--- src/rtl/fp_div_scheduler.sv ---
// Round-robin scheduler sharing one registered FP divider between N_REQ requesters,
// with a tag pipeline that follows each op through the divider and per-requester
// result holding registers drained by valid/ready.
module fp_div_scheduler #(
    parameter int unsigned DW      = 32,
    parameter int unsigned N_REQ   = 4,
    parameter int unsigned DIV_LAT = 1
) (
    input  logic                  clk,
    input  logic                  rst,
    input  logic [N_REQ-1:0]      req_valid,
    output logic [N_REQ-1:0]      req_ready,
    input  logic [N_REQ*DW-1:0]   req_a,
    input  logic [N_REQ*DW-1:0]   req_b,
    output logic [DW-1:0]         div_a,
    output logic [DW-1:0]         div_b,
    output logic                  div_en,
    input  logic [DW-1:0]         div_c,
    output logic [N_REQ-1:0]      rsp_valid,
    input  logic [N_REQ-1:0]      rsp_ready,
    output logic [N_REQ*DW-1:0]   rsp_data,
    output logic                  busy
);

    localparam int unsigned IDW  = (N_REQ > 1) ? $clog2(N_REQ) : 1;
    localparam int unsigned LAST = DIV_LAT - 1;

    logic [N_REQ-1:0]           pending_q, pending_d;
    logic [N_REQ-1:0]           rsp_valid_q, rsp_valid_d;
    logic [N_REQ-1:0][DW-1:0]   rsp_data_q, rsp_data_d;
    logic [IDW-1:0]             ptr_q, ptr_d;
    logic [DIV_LAT-1:0]         tv_q, tv_d;
    logic [DIV_LAT-1:0][IDW-1:0] tid_q, tid_d;

    logic [N_REQ-1:0]           eligible_c;
    logic [N_REQ-1:0]           grant_c;
    logic [N_REQ-1:0]           drain_c;
    logic                       grant_any_c;
    logic [IDW-1:0]             winner_c;

    // Round-robin pick starting at ptr; no grants while reset is held
    always_comb begin
        int unsigned idx;
        idx         = 0;
        eligible_c  = rst ? (req_valid & ~pending_q) : '0;
        grant_any_c = 1'b0;
        winner_c    = '0;
        grant_c     = '0;
        for (int unsigned k = 0; k < N_REQ; k++) begin
            idx = (32'(ptr_q) + k) % N_REQ;
            if (!grant_any_c && eligible_c[idx]) begin
                grant_any_c = 1'b1;
                winner_c    = IDW'(idx);
            end
        end
        grant_c[winner_c] = grant_any_c;
    end

    // Operand mux into the shared divider
    always_comb begin
        div_a  = '0;
        div_b  = '0;
        div_en = grant_any_c;
        if (grant_any_c) begin
            div_a = req_a[32'(winner_c)*DW +: DW];
            div_b = req_b[32'(winner_c)*DW +: DW];
        end
    end

    // Next state: pointer, pending flags, tag shift, result capture and drain
    always_comb begin
        ptr_d       = ptr_q;
        drain_c     = rsp_valid_q & rsp_ready;
        pending_d   = (pending_q & ~drain_c) | grant_c;
        rsp_valid_d = rsp_valid_q & ~drain_c;
        rsp_data_d  = rsp_data_q;
        tv_d        = '0;
        tid_d       = '0;

        if (grant_any_c) begin
            ptr_d = (32'(winner_c) == N_REQ - 1) ? '0 : winner_c + IDW'(1);
        end

        tv_d[0]  = grant_any_c;
        tid_d[0] = winner_c;
        for (int unsigned s = 1; s < DIV_LAT; s++) begin
            tv_d[s]  = tv_q[s-1];
            tid_d[s] = tid_q[s-1];
        end

        // Pending blocks re-issue, so capture never collides with a drain of the same slot
        if (tv_q[LAST]) begin
            rsp_valid_d[tid_q[LAST]] = 1'b1;
            rsp_data_d[tid_q[LAST]]  = div_c;
        end
    end

    // State registers; reset discards in-flight tags and held results
    always_ff @(posedge clk or negedge rst) begin
        if (!rst) begin
            ptr_q       <= '0;
            pending_q   <= '0;
            rsp_valid_q <= '0;
            rsp_data_q  <= '0;
            tv_q        <= '0;
            tid_q       <= '0;
        end else begin
            ptr_q       <= ptr_d;
            pending_q   <= pending_d;
            rsp_valid_q <= rsp_valid_d;
            rsp_data_q  <= rsp_data_d;
            tv_q        <= tv_d;
            tid_q       <= tid_d;
        end
    end

    assign req_ready = grant_c;
    assign rsp_valid = rsp_valid_q;
    assign rsp_data  = rsp_data_q;
    assign busy      = (|tv_q) | (|rsp_valid_q);

endmodule

--- config.mk ---
export PLATFORM = sky130hd
export DESIGN_NAME = fp_div_scheduler
export DESIGN_NICKNAME = d
export VERILOG_FILES = /design/src/rtl/fp_div_scheduler.sv
export SDC_FILE = /design/constraint.sdc
export NUM_CORES = 1
export LEC_CHECK = 0
export ABC_AREA = 1
export CAP_MARGIN = 30
export CORE_AREA = 2 2 193 195
export CTS_BUF_LIST = sky130_fd_sc_hd__clkbuf_8
export DETAILED_ROUTE_END_ITERATION = 10
export DIE_AREA = 0 0 195 197
export GPL_TIMING_DRIVEN = 0
export MAX_ROUTING_LAYER = met4
export PLACE_DENSITY = 0.63
export SKIP_CTS_REPAIR_TIMING = 1
export SLEW_MARGIN = 40
export SYNTH_ARGS = -nofsm -noshare
export SYNTH_HDL_FRONTEND = slang
export SYNTH_SLANG_ARGS = --single-unit
--- constraint.sdc ---
create_clock -name clk -period 2.6 [get_ports clk]
set_clock_uncertainty 0.2 [all_clocks]
set_input_delay 0.26 -clock clk [delete_from_list [all_inputs] [get_ports clk]]
set_output_delay 0.26 -clock clk [all_outputs]
set_load 0.02 [all_outputs]
==> results.cfg <==
[timing]
setup_viol = 69
tightest_slew_ns = 0.8699
max_freq_mhz = 313.8
setup_tns_ns = -35.02
setup_ws_ns = -0.5871
finalCritPeriodShare_pct = 122.6
hold_viol = 0
fin_crit_ns = 3.187
fin_hold_ws_ns = 0.1545
grt_setup_unrepaired = true
max_slew_margin_pct = 41.81
slew_viol_final = 0

[logic_synthesis]
netlist-cell-type-count = 28
ys_top_cells_by_area = dfrtp_1 (38%), nand3_1 (17%), inv_1 (12%)
post-synth-top-area-fraction_pct = 38.35
netlist_area_mm2 = 0.009200
avgSynthCellArea_um2 = 6.800
yosys.area.top_type = dfrtp_1
syn_inst = 1353
synth.net_count = 1652
synth_seq_cells = 141
yosysWarnings = 0
yosysSeqAreaShare_pct = 38.35

[clock_network]
cts_buffer_depth = 2
ctsHtreeMaxLevel = 4
cts_sinks = 141
clock_latency_ns = 0.45
cts_tree = yes
cts_buffers = 17
cts-root-buf = clkbuf_8
clk_pin_slew_ns = 0.09

[final_layout]
layout_common_cells = clkdlybuf4s50_1 (430), inv_1 (303), nand3_1 (303)
mostFrequentLayoutCell = clkdlybuf4s50_1
drive_above_1_share_pct = 14.15
area_delta_synth_final_pct = 70.53
final_nets = 2188
fin_util_pct = 43.27

[die]
num_io_pins = 500
die_h_um = 197
die-width_um = 195
core-area_mm2 = 0.03626
die-area_mm2 = 0.03842
start_util_pct = 25.37
rows = 70

[critical_path]
crit_arrival_ns = 2.73
setup.worst_path.start_class = flop
cp_slowest_cell = dfrtp_1
crit_type = reg2out
cp_num_buf_inv = 3
crit_path_max_incr_delay_ns = 0.41
critical-path-top-delay-family = simple AND/OR/NAND/NOR gates
end_kind = output port
worstPathRequired_ns = 2.14
crit_fanout = 10
path_cells = buf_6 > nand2_1 > nand2_2 > nand3_2 > nand2_4 > nand4_1 > nand2_1 > nor2_4 > clkbuf_2 > nand3_1 > a21oi_1 > clkbuf_2

[job]
cap_violations = 0

[detailed_routing]
wl_um = 48940
wl_per_cell_um = 20.62
vias = 11250
ant_nets = 0
first_iter_violations = 631
firstDrtPassIters = 7
drc = 0
vias_per_cell = 4.740

[global_route]
grt_pass1_wl_um = 68100
grt_max_degree = 75
grt.total_usage_pct = 24.49
grt-ovfl-total = 0
antenna_found_initial = 3
first_global_vias = 10710

[placement]
port_buffers = 499
post-dp-hpwl_um = 39640
place.gp.congestion = 1.017

[status]
violations = negative setup slack
status = finished with violations

[power_and_ir_drop]
power.total_mw = 28.52
p_leak_nw = 7.939
power_density_mw_per_mm2 = 1818
vdd_drop_max_v = 0.001153

[hold_path]
hold_class = in2async
## cell type report
cell class	count	area [um^2]
inverter	304	1141
fill	3815	20570
timing repair buffer	517	5130
clock buffer	17	234.0
clock inverter	14	193.9
sequential	141	3528
buffer	100	656.9
antenna	4	10.01
tap	468	585.6
multi-input combinational	808	4209
## tightest hold or removal path, stage by stage
cell           delay [ns]
clkbuf_16            0.09
dlygate4sd3_1        0.59
buf_12               0.24
## synthesized netlist by cell type, drive strengths merged
cell type,n
a21boi,1
a21oi,67
buf,66
clkbuf,34
dfrtp,141
ha,1
inv,304
nand2,240
nand3,340
nand4,6
nor2,13
nor3,1
o211ai,2
o21ai,134
or2,3
## metrics by stage
| step | area [um^2] | instances | setup slack (ns) |
|---|---|---|---|
| floorplan | 9200 | 1353 | 0.2316 |
| global placement | 14780 | 2320 | -6.521 |
| detailed placement | 14810 | 2321 | -1.737 |
| CTS | 15240 | 2352 | -1.760 |
| global route | 15690 | 2372 | -0.6903 |
| finish | 15690 | 2373 | -0.5871 |
## sequential cells by signal, indices dropped and copies added (netlist names)
register   flops
pending_q      4
rsp_valid      4
rsp_data     128
ptr_q          2
tid_q          2
tv_q           1
## layer usage
layer / routed length (um) / up-vias / track usage [%]
met5: 0 / - / -
met4: 784 / 0 / 5.259
met3: 4363 / 43 / 6.639
met2: 25090 / 478 / 43.33
met1: 18700 / 5392 / 27.69
li1: - / 5335 / -
## report_power, final
part           leakage, nW  switching, mW  total (mW)  internal (mW)
Combinational         6.00           14.1        22.6           8.54
Clock                0.217          0.880        1.93           1.05
Sequential            1.73          0.694        4.00           3.31
## path summary, 6_finish.rpt
path	cells past startpoint	end	startpoint	slack, ns
setup / recovery	12	div_b[10]	ptr_q[0]	-0.59
hold / removal	3	rsp_data[122]	rst	0.15
setup reg to reg	12	ptr_q[1]	ptr_q[1]	0.23
hold reg to reg	2	rsp_data[100]	rsp_data[100]	0.29
max in group asynchronous	3	rsp_valid[0]	rst	1.28
min in group clk	2	rsp_valid[2]	rsp_ready[2]	0.21
## cell families after synthesis
| group | Yosys count | synth area share, % |
|---|---|---|
| and+or+nand+nor | 603 | 31.46 |
| buffers and inverters | 404 | 17.97 |
| adders and majority gates | 1 | 0.1360 |
| AOI/OAI and AO/OA | 204 | 12.09 |
| DFF | 141 | 38.35 |
(Power assumes the default switching activity.)
